### src/rtl/somatorio_ctrl.sv
`default_nettype none
// ============================================================================
// Module      : somatorio_ctrl
// Description : Summation sequencer. It loads a down-counter with N and
//               accumulates N+(N-1)+...+1. It mirrors set/dec strobes for
//               external trackers. Optional macro: SOMATORIO_SAT_EN, which
//               makes the accumulator saturate and adds a sticky ovf flag.
// Revision    : 1.0 - initial release
// ============================================================================
module somatorio_ctrl #(
    parameter int WIDTH     = 4,
    parameter int SUM_WIDTH = 8
) (
    input  logic                 clk,
    input  logic                 rst,
    input  logic                 start,
    input  logic                 abort,
    input  logic [WIDTH-1:0]     n_in,
    output logic                 busy,
    output logic                 done,
    output logic [SUM_WIDTH-1:0] sum,
    output logic                 cnt_set,
    output logic                 cnt_dec,
    output logic                 nill,
    output logic                 ovf
);

    typedef enum logic [1:0] {
        S_IDLE = 2'd0,
        S_RUN  = 2'd1,
        S_DONE = 2'd2
    } state_t;

    state_t               state_q, state_d;
    logic [WIDTH-1:0]     cnt_q, cnt_d;
    logic [SUM_WIDTH-1:0] sum_q, sum_d;
    logic                 done_q, done_d;
    logic                 cnt_set_q, cnt_set_d;
    logic                 cnt_dec_q, cnt_dec_d;

`ifdef SOMATORIO_SAT_EN
    logic                 ovf_q, ovf_d;
    // One extra bit exposes the carry that signals a saturating add.
    logic [SUM_WIDTH:0]   w_sum_ext;
    assign w_sum_ext = {1'b0, sum_q} + (SUM_WIDTH+1)'(cnt_q);
`endif

    always_comb begin
        state_d   = state_q;
        cnt_d     = cnt_q;
        sum_d     = sum_q;
        done_d    = 1'b0;
        cnt_set_d = 1'b0;
        cnt_dec_d = 1'b0;
`ifdef SOMATORIO_SAT_EN
        ovf_d     = ovf_q;
`endif
        case (state_q)
            S_IDLE: begin
                if (start) begin
                    state_d   = S_RUN;
                    cnt_d     = n_in;
                    sum_d     = '0;
                    cnt_set_d = 1'b1;
`ifdef SOMATORIO_SAT_EN
                    ovf_d     = 1'b0;
`endif
                end
            end
            S_RUN: begin
                if (abort) begin
                    state_d = S_IDLE;
                    cnt_d   = '0;
                    sum_d   = '0;
`ifdef SOMATORIO_SAT_EN
                    ovf_d   = 1'b0;
`endif
                end else if (cnt_q != '0) begin
                    cnt_d     = cnt_q - 1'b1;
                    cnt_dec_d = 1'b1;
`ifdef SOMATORIO_SAT_EN
                    if (w_sum_ext[SUM_WIDTH]) begin
                        sum_d = '1;
                        ovf_d = 1'b1;
                    end else begin
                        sum_d = w_sum_ext[SUM_WIDTH-1:0];
                    end
`else
                    sum_d     = sum_q + SUM_WIDTH'(cnt_q);
`endif
                end else begin
                    state_d = S_DONE;
                    done_d  = 1'b1;
                end
            end
            S_DONE:  state_d = S_IDLE;
            default: state_d = S_IDLE;
        endcase
    end

    always_ff @(posedge clk or posedge rst) begin
        if (rst) begin
            state_q   <= S_IDLE;
            cnt_q     <= '0;
            sum_q     <= '0;
            done_q    <= 1'b0;
            cnt_set_q <= 1'b0;
            cnt_dec_q <= 1'b0;
`ifdef SOMATORIO_SAT_EN
            ovf_q     <= 1'b0;
`endif
        end else begin
            state_q   <= state_d;
            cnt_q     <= cnt_d;
            sum_q     <= sum_d;
            done_q    <= done_d;
            cnt_set_q <= cnt_set_d;
            cnt_dec_q <= cnt_dec_d;
`ifdef SOMATORIO_SAT_EN
            ovf_q     <= ovf_d;
`endif
        end
    end

    assign busy    = (state_q != S_IDLE);
    assign done    = done_q;
    assign sum     = sum_q;
    assign cnt_set = cnt_set_q;
    assign cnt_dec = cnt_dec_q;
    assign nill    = (cnt_q == '0);
`ifdef SOMATORIO_SAT_EN
    assign ovf     = ovf_q;
`else
    assign ovf     = 1'b0;
`endif

endmodule
`default_nettype wire

### config.mk
export PLATFORM = sky130hd
export DESIGN_NAME = somatorio_ctrl
export DESIGN_NICKNAME = d
export VERILOG_FILES = /design/src/rtl/somatorio_ctrl.sv
export SDC_FILE = /design/constraint.sdc
export NUM_CORES = 1
export LEC_CHECK = 0
export CAP_MARGIN = 5
export CORE_MARGIN = 2
export CORE_UTILIZATION = 49
export DETAILED_ROUTE_END_ITERATION = 8
export PLACE_DENSITY = 0.78
export SLEW_MARGIN = 20
export SYNTH_ARGS = -nofsm -noshare
export SYNTH_HDL_FRONTEND = slang
export SYNTH_SLANG_ARGS = --single-unit
export TNS_END_PERCENT = 20
### constraint.sdc
create_clock -name clk -period 2.04 [get_ports clk]
set_input_delay 0.306 -clock clk [delete_from_list [all_inputs] [get_ports clk]]
set_output_delay 0.306 -clock clk [all_outputs]
set_load 0.01 [all_outputs]
==> summary by stage, run 1 <==
Run status
The run finished with clean final reports.

Worst hold path
The path type of the worst min-delay path is input port to async pin.

Critical path
STA classifies the critical path endpoint as a primary output. Together, buffers and inverters on the worst path number 3. The element type at the critical path start is a flip-flop.

The signal on the critical path passes through inv_1 -> ha_1 -> or3b_4 -> inv_1 -> dlygate4sd2_1. Broken down by cell family, the worst path's largest delay share belongs to buffers and inverters. The slowest stage cell on the critical path is sky130_fd_sc_hd__dfrtp_1. The type of the worst setup path is flip-flop to primary output. The largest stage delay on the critical path is 390 ps.

STA puts the critical path data required time at between 1500 and 2000 ps. In this run the worst path has a maximum fanout of 3. The cell type with the highest occurrence count on the critical path is sky130_fd_sc_hd__inv_1.

The critical path arrival is between 1500 and 2000 ps.

Drt
In this run, the number of DRC markers left after iteration 0 of detailed routing was 7. The average wire per standard cell is about 13 µm. The number of DRC violations after detailed routing is 0. The first detailed-routing pass ran for 4 iterations. The post-detailed-routing wire length is around 1.9 mm. Across all layers, the routed design uses between 700 and 800 vias.

The number of nets still failing antenna checks after routing is 0. After detailed routing, the number of vias per cell comes to 5.28.

Clock tree
The level count of the clock H-tree is 1. Hold repair after CTS inserted 0 buffers. The number of clock buffers added by TritonCTS is 3. The clock tree from TritonCTS is done. CTS saw 17 sinks. CTS placed an instance of sky130_fd_sc_hd__clkbuf_4 at the clock tree root. The clock latency reported for the late side of the worst-skew pair is approximately 280 ps.

Counting along the longest clock path gives a buffer depth of 2. The clock slew at the register clock pins of the worst setup and hold paths is approximately 100 ps.

Synth
After technology mapping, the gate count stands at 91. The fraction of the yosys area taken by sequential cells is 0.434. Of all flip-flops after synthesis, the portion carrying an async set or reset was 1.00. Of the post-synthesis cell area, the dominant cell type holds 0.434. Ranked by total cell area, the synthesized netlist is headed by sky130_fd_sc_hd__dfrtp_1 (43%), sky130_fd_sc_hd__ha_1 (7.7%), sky130_fd_sc_hd__a21oi_1 (3.6%), sky130_fd_sc_hd__buf_6 (3.4%), sky130_fd_sc_hd__o21ai_0 (3.1%).

Dividing the synthesized area by the synthesized cell count gives 10.8 µm². In the synthesized netlist the dominant register cell turns out to be sky130_fd_sc_hd__dfrtp_1. In this run, synthesis produced a sequential element count of 17. The net count after synthesis is 106. The Yosys step of the flow raised 0 warnings. Yosys mapped the design onto 36 distinct sky130hd cell types. Counting flops with a built-in enable in the synthesized netlist gives 0. The top cell type by total area after synthesis is sky130_fd_sc_hd__dfrtp_1. The cell area after technology mapping is roughly 980 µm².

Floorplanning
The area enclosed by the die boundary is around 2400 µm². The horizontal die dimension is about 49 µm. The vertical die dimension is about 49 µm. The row count is 16. The area of the core region is 1920 µm².

The initial core utilization is 0.510. The I/O pin count is 22.

STA
Across all setup checks in the final design, the least slack found is between 100 and 150 ps. The number of slew-limit violations in the final report was 0. The portion of the clock cycle consumed by the worst path in the final layout is 0.946. Based on the critical path, the design can be clocked at up to a little over 500 MHz. Setup repair after global routing left no endpoint under its margin. The sum of negative setup slack is 0 ps. The worst max-slew margin expressed relative to the limit is 0.554. The setup clock skew after layout is 5.90 ps. At the pin with the least slew margin, the transition time is 668 ps. The smallest clock period supported by the final layout is computed as 1930 ps. The hold violation count in the final report is 0. Setup violations remaining at the end of the flow were counted as 0.

Pwr
For this design the static power due to leakage is a little under 0.6 nW. The worst-case vdd ir drop is ~830 µV. The power density over cell area is about 1300 nW/µm². The total power of the final layout is roughly 0.0016 W.

Global routing
The first-pass GRT wire length is 3.46 mm. The number of global-route vias before repair was 765. Entering global routing, the biggest net connects 18 pins. The number of antenna violations at the first check in global routing is 0. In the global route stage, overall resource usage came out at 0.185. The overflow left after global routing is 0.

Cells and area
The area occupied by multi-input gates is a little over 500 µm². The number of nets in the final layout is 133. Once layout is complete, the utilization of the core stands at 0.654. The sequential standard cell area is roughly 430 µm². From synthesis to final layout, the design area changed by 28.2%. The fraction of layout instances using a drive strength above 1 is 0.171. The filler cell count is approximately 160. The total inserted antenna cells is 0.

Flow run
Across the run, the number of max-cap violations was 0.

Placement
The global placer's final weighted congestion is around 0.77. Input and output buffers added on the ports amount to 20. Timing analysis after detailed placement gives a worst setup slack of around 56 ps. Detailed placement finished with a half-perimeter wire length of around 1.5 mm.
-- worst register-to-register path, cell delays in order, from the launching register on --
cell and delay (ps):
sky130_fd_sc_hd__dfrtp_1 390, sky130_fd_sc_hd__buf_4 140, sky130_fd_sc_hd__ha_1 220, sky130_fd_sc_hd__fa_1 410, sky130_fd_sc_hd__a21o_1 180, sky130_fd_sc_hd__a21oi_2 200
sky130_fd_sc_hd__o21ai_0 120, sky130_fd_sc_hd__a21oi_1 140
-- metal layers --
layer | vias up | GRT usage | wire (µm)
met3 | 2 | 0.0185 | 62
met1 | 368 | 0.256 | 932
met4 | 0 | 0.0571 | 13
li1 | 378 | - | -
met2 | 13 | 0.306 | 899
met5 | - | 0 | 0
-- per-stage QoR --
stage	std cells	hold slack, ps	area [µm²]
floorplan	91	232	981
global placement	139	501	1210
detailed placement	139	535	1210
CTS	144	424	1240
global route	144	483	1260
finish	144	408	1260
-- logic make-up after synthesis --
logic type,Yosys count,synth area share
xor gates and xnor gates,1,0.00893
and+or+nand+nor,21,0.130
DFF,17,0.434
adders and majority gates,7,0.0969
AOI/OAI and AO/OA,33,0.251
other,1,0.00382
muxes,1,0.0102
buffers and inverters,10,0.0650
-- worst paths after layout --
path / start / end / slack [ps] / cells after the start
max: cnt_q[0]$_DFFE_PP0P_ / nill / 110 / 5
min: rst / cnt_q[1]$_DFFE_PP0P_ / 410 / 2
max reg2reg: cnt_q[0]$_DFFE_PP0P_ / sum[6]$_DFFE_PP0P_ / 160 / 7
min reg2reg: sum[2]$_DFFE_PP0P_ / sum[2]$_DFFE_PP0P_ / 550 / 2
max in group asynchronous: rst / done$_DFF_PP0_ / 1210 / 2
min in group clk: sum[2]$_DFFE_PP0P_ / sum[2]$_DFFE_PP0P_ / 550 / 2
-- synthesized netlist by cell type, types with 2 or more instances --
master and number:
sky130_fd_sc_hd__a22o_1 3, sky130_fd_sc_hd__nor2_1 8, sky130_fd_sc_hd__nand2_1 2, sky130_fd_sc_hd__a211oi_1 2, sky130_fd_sc_hd__ha_1 6, sky130_fd_sc_hd__a221o_1 2
sky130_fd_sc_hd__dfrtp_1 17, sky130_fd_sc_hd__or3_1 2, sky130_fd_sc_hd__or3b_1 2, sky130_fd_sc_hd__a21oi_1 7, sky130_fd_sc_hd__buf_6 3, sky130_fd_sc_hd__a21o_1 2
sky130_fd_sc_hd__o21ai_2 2, sky130_fd_sc_hd__o21ai_0 6, sky130_fd_sc_hd__inv_1 6
-- layout make-up --
class                           instances  share of cell area
Multi-Input combinational cell         64               0.402
Sequential cell                        17               0.338
Timing Repair Buffer                   26               0.194
Tap cell                               27              0.0269
Clock buffer                            4              0.0209
Inverter                                6              0.0179
-- layout by cell type (no fill, tap or decap), drive strengths merged, types with 2 or more instances in the layout --
master	n
ha	6
buf	6
or3b	2
inv	6
clkbuf	4
clkdlybuf4s50	19
a221o	2
o21ai	8
a211oi	2
nand2	2
a21o	2
a22o	3
nor2	8
dfrtp	17
a21oi	8
or3	3
-- where the power goes --
group / total (W) / switching, W / internal (W)
Sequential: 0.000540 / 0.000100 / 0.000440
Clock: 0.000181 / 0.000105 / 0.0000758
Combinational: 0.000926 / 0.000454 / 0.000472
Total: 0.00165 / 0.000659 / 0.000987
-- flip-flops by register name, summed over array words and instances, names as in the netlist --
signal / cells
cnt_dec: 1
cnt_q: 4
sum: 8
cnt_set: 1
state_q: 2
done: 1
-- timing repair --
action | CTS | global route
gates cloned | 0 | 0
resized for setup | 1 | 3
setup endpoints to repair | 1 | 6
buffers inserted | 1 | 0
Note: power is estimated with default switching activity, not from simulation.
==> run 2: changes to the inputs <==
Settings changed: ABC_AREA from default to 1, CAP_MARGIN 5 to 0, CORE_UTILIZATION 49 to 48, PLACE_DENSITY 0.78 to 0.77.
==> run 2 against run 1 <==
- global-route usage fell by 0.53 points
- synthesized area fell by 1.1%
- via count rose by 8.7%
- sequential share of layout area rose by 1.0 points
- sequential cell count did not move
- combinational power fell by 8.4%
- worst setup slack improved by 81 ps
- critical path type unchanged
==> summary by stage, run 2 <==
Global routing
For this run, the total global-route usage over all layers was measured as 0.179. The first global-routing pass estimated ~3.4 mm of wire. The overflow left after global routing is 0. The number of global-route vias before repair came to just under 800. The pin count of the biggest net entering global routing is 18. The number of antenna violations at the first check in global routing came to 0.

Pwr
Of the total power, registers draw 0.346. The net load switching power is 0.000671 W. The total power of the final layout is between 0.0015 and 0.002 W.

The internal power is around 0.0009 W. The share of total power in the clock network is 0.114. Of the total power, combinational logic draws 0.540. For this design the static power due to leakage is ~0.59 nW. Of the total power, the share spent switching nets is 0.427. The power density over cell area is 1290 nW/µm². The worst-case vdd ir drop is 752 µV.

Synth
For this run, the leading register cell type out of synthesis is sky130_fd_sc_hd__dfrtp_1. The async set-reset flop share out of synthesis is 1.00. The count of cell types in the netlist is 26. The number of synthesized flops with an enable pin is 0.

The simple-gate portion of the synthesized area is 0.252. The average size of a mapped cell is 8.82 µm². The Yosys step of the flow raised 0 warnings. For this run, the register share of the synthesized area comes to 0.439. The mux cell area share after synthesis is 0. Synthesis handed over a netlist of between 100 and 150 instances.

The largest family of logic cells by synthesized area is simple AND/OR/NAND/NOR gates. The largest total area in the synthesized netlist belongs to sky130_fd_sc_hd__dfrtp_1. Of the post-synthesis cell area, the dominant cell type holds 0.439.

The number of nets handed over by synthesis was approximately 130. The post-synthesis adder-cell area fraction is 0.0981. In the post-synthesis netlist, the biggest area contributors are sky130_fd_sc_hd__dfrtp_1 (44%), sky130_fd_sc_hd__nand2_1 (8.5%), sky130_fd_sc_hd__ha_1 (7.7%), sky130_fd_sc_hd__inv_1 (4.6%), sky130_fd_sc_hd__nand3_1 (3.6%). The share of the synthesized area in compound gates (AO/OA/AOI/OAI) is 0.119.

After synthesis the cells add up to 970 µm². The most used standard cell by instance count after synthesis is sky130_fd_sc_hd__nand2_1. Synthesis inferred 17 register bits. Of the total synthesized cell area, the portion taken by XOR and XNOR cells is 0.0271.

The commonest cells after synthesis are sky130_fd_sc_hd__nand2_1 (22), sky130_fd_sc_hd__dfrtp_1 (17), sky130_fd_sc_hd__inv_1 (12), sky130_fd_sc_hd__nor2_1 (9).

Floorplanning
Measured along the x axis, the die boundary spans approximately 50 µm. The area of the core region is just under 2000 µm². The vertical die dimension is 48.9 µm.

The area enclosed by the die boundary is around 2400 µm². In this run the core area contains 16 standard-cell rows. The initial utilization of the core area, before any placement, comes to 0.499. 22 I/O pins were placed.

Clock tree
The root buffer cell is sky130_fd_sc_hd__clkbuf_4. Clock-pin slew was measured on the worst setup and hold paths at around 100 ps. The number of buffers between clock root and the deepest sink is 2. CTS saw 17 sinks. Buffers inserted to repair hold after CTS numbered 0.

TritonCTS built the clock tree. In this run the number of H-tree levels came out at 1. Buffers inserted during clock tree synthesis total 3. The clock latency reported for the late side of the worst-skew pair is 290 ps.

Run status
The run finished with clean final reports.

STA
Setup repair after global routing left no endpoint under its margin. The number of slew-limit violations in the final report came to 0. The hold violation count in the final report is 0. The worst path in the final design needs a cycle of roughly 1800 ps, including I/O delays and setup.

The portion of the clock cycle consumed by the worst path in the final layout is 0.907. The sum of negative setup slack is 0 ps. The final number of setup-violating endpoints is 0.

For the pin with the worst max-slew slack, the measured transition is around 640 ps. Measured against its own limit, the worst slew margin works out to 0.572. The minimum hold slack is between 300 and 400 ps. Across the routed clock network, the largest skew measured is approximately 3.2 ps. The top achievable clock speed is between 500 and 600 MHz.

Cells and area
The number of nets in the final layout is between 100 and 150. The number of flip-flops under the largest register name is 8. The synthesis-to-layout area growth is 25.9%. Leaving out fill and tap cells, the most frequent cells in the layout are sky130_fd_sc_hd__nand2_1 (22), sky130_fd_sc_hd__clkdlybuf4s50_1 (19), sky130_fd_sc_hd__dfrtp_1 (17). Of the cells placed in the final design, the portion with a size suffix greater than 1 is 0.113. The total inserted antenna cells is 0. The most common cell after layout, fill and taps aside is sky130_fd_sc_hd__nand2_1.

The total non-filler cell area in the finished layout is between 1000 and 1500 µm².

Placement
The congestion estimate from routability-driven global placement came to 0.808. The number of input and output port buffers inserted is 20. The detailed placement HPWL is between 1.5 and 2 mm. The cell area after placement is 1200 µm².

Critical path
Data on the critical path is required at its endpoint by 1730 ps. The element type at the critical path start is a flip-flop. For this design, the slowest cell found on the critical path is sky130_fd_sc_hd__dfrtp_1. The capturing element type of the critical path is a primary output. The launching element of the worst setup path is cnt_q[1]$_DFFE_PP0P_. The startpoint of the most critical register-to-register path is sum[0]$_DFFE_PP0P_. For this run, the slowest stage of the critical path takes roughly 440 ps. The maximum net fanout on the critical path is 4. The critical path buffer and inverter count is 2.

The critical path arrival is roughly 1500 ps. The critical path goes through inv_1 -> ha_1 -> nand2_1 -> nor2_1 -> dlygate4sd2_1. The type of the worst setup path is flip-flop to primary output. The cell family contributing the most delay on the critical path is flip-flops.

Drt
The number of nets still failing antenna checks after routing is 0. Dividing the detail-routed via count by the number of cells gives between 5 and 6. The iteration count of the initial detailed-routing pass is 4. The final layout contains routed wiring with a total length of a little under 2 mm. The number of DRC violations after detailed routing is 0.

For this block, the initial DRC count from the detailed router was 24. In the final routed layout, each cell accounts on average for around 12 µm. For this block, the via count after detailed routing is between 800 and 900.

Flow run
The tool flagged a number of max-cap violations equal to 0.

Worst hold path
The tightest min-delay check is of the input port to async pin type.
run 2: cell count changes after synthesis, sizes merged, moves of 4 or more:
cell and delta:
nor2 +4, nand2 +23, inv +8, nand3 +8
run 2: repair_timing:
item / in CTS / in global routing
resized for setup: 1 / 0
setup buffers: 0 / 0
setup endpoints to repair: 1 / 0
run 2: layout make-up:
class | count | area, µm²
clock buffers | 4 | 26.3
fillers | 166 | 721
inverters | 14 | 52.6
multi-input cells | 78 | 484
flip-flops and latches | 17 | 425
well taps | 27 | 33.8
repair buffers | 20 | 199
run 2: per-stage QoR:
step	worst slack, ps	instances	util
floorplan	474	110	-
global placement	261	156	0.616
detailed placement	256	156	0.616
CTS	195	160	0.629
global route	91.1	160	0.629
finish	190	160	0.629
run 2: kinds of logic (layout without fill, tap and decap cells):
kind of cell | after synthesis | after routing
buf+inv | 15 | 38
fa+ha+maj | 7 | 7
flops | 17 | 17
compound gates | 18 | 18
xor+xnor | 3 | 3
simple gates | 49 | 49
other cells | 1 | 1
run 2: final timing paths:
kind / endpoint / slack, ps / cells after the start
setup / recovery: nill / 190 / 5
hold / removal: sum[3]$_DFFE_PP0P_ / 390 / 2
setup reg to reg: sum[6]$_DFFE_PP0P_ / 320 / 8
hold reg to reg: sum[3]$_DFFE_PP0P_ / 520 / 2
max in group asynchronous: cnt_q[3]$_DFFE_PP0P_ / 1240 / 2
min in group clk: sum[3]$_DFFE_PP0P_ / 520 / 2
run 2: power groups by stage:
stage | sequential [W] | clock (W) | combinational [W]
global route | 0.000562 | 0.000200 | 0.000948
global placement | 0.000546 | 0 | 0.000835
floorplan | 0.000564 | 0 | 0.000548
detailed placement | 0.000552 | 0 | 0.000862
CTS | 0.000545 | 0.000185 | 0.000857
finish | 0.000544 | 0.000178 | 0.000848
run 2: per-layer routing:
| metal | up-vias | part of all wire | GRT usage |
|---|---|---|---|
| met4 | 0 | 0.0096 | 0.0429 |
| met1 | 399 | 0.45 | 0.230 |
| li1 | 407 | - | - |
| met3 | 2 | 0.039 | 0.0184 |
| met5 | - | 0 | 0 |
| met2 | 19 | 0.51 | 0.324 |
==> run 3: changes to the inputs <==
Settings changed: CTS_CLUSTER_SIZE from default to 12, TNS_END_PERCENT 20 to 30.
==> results of run 3 <==
Final layout, timing and power as in run 2 (identical DEF).
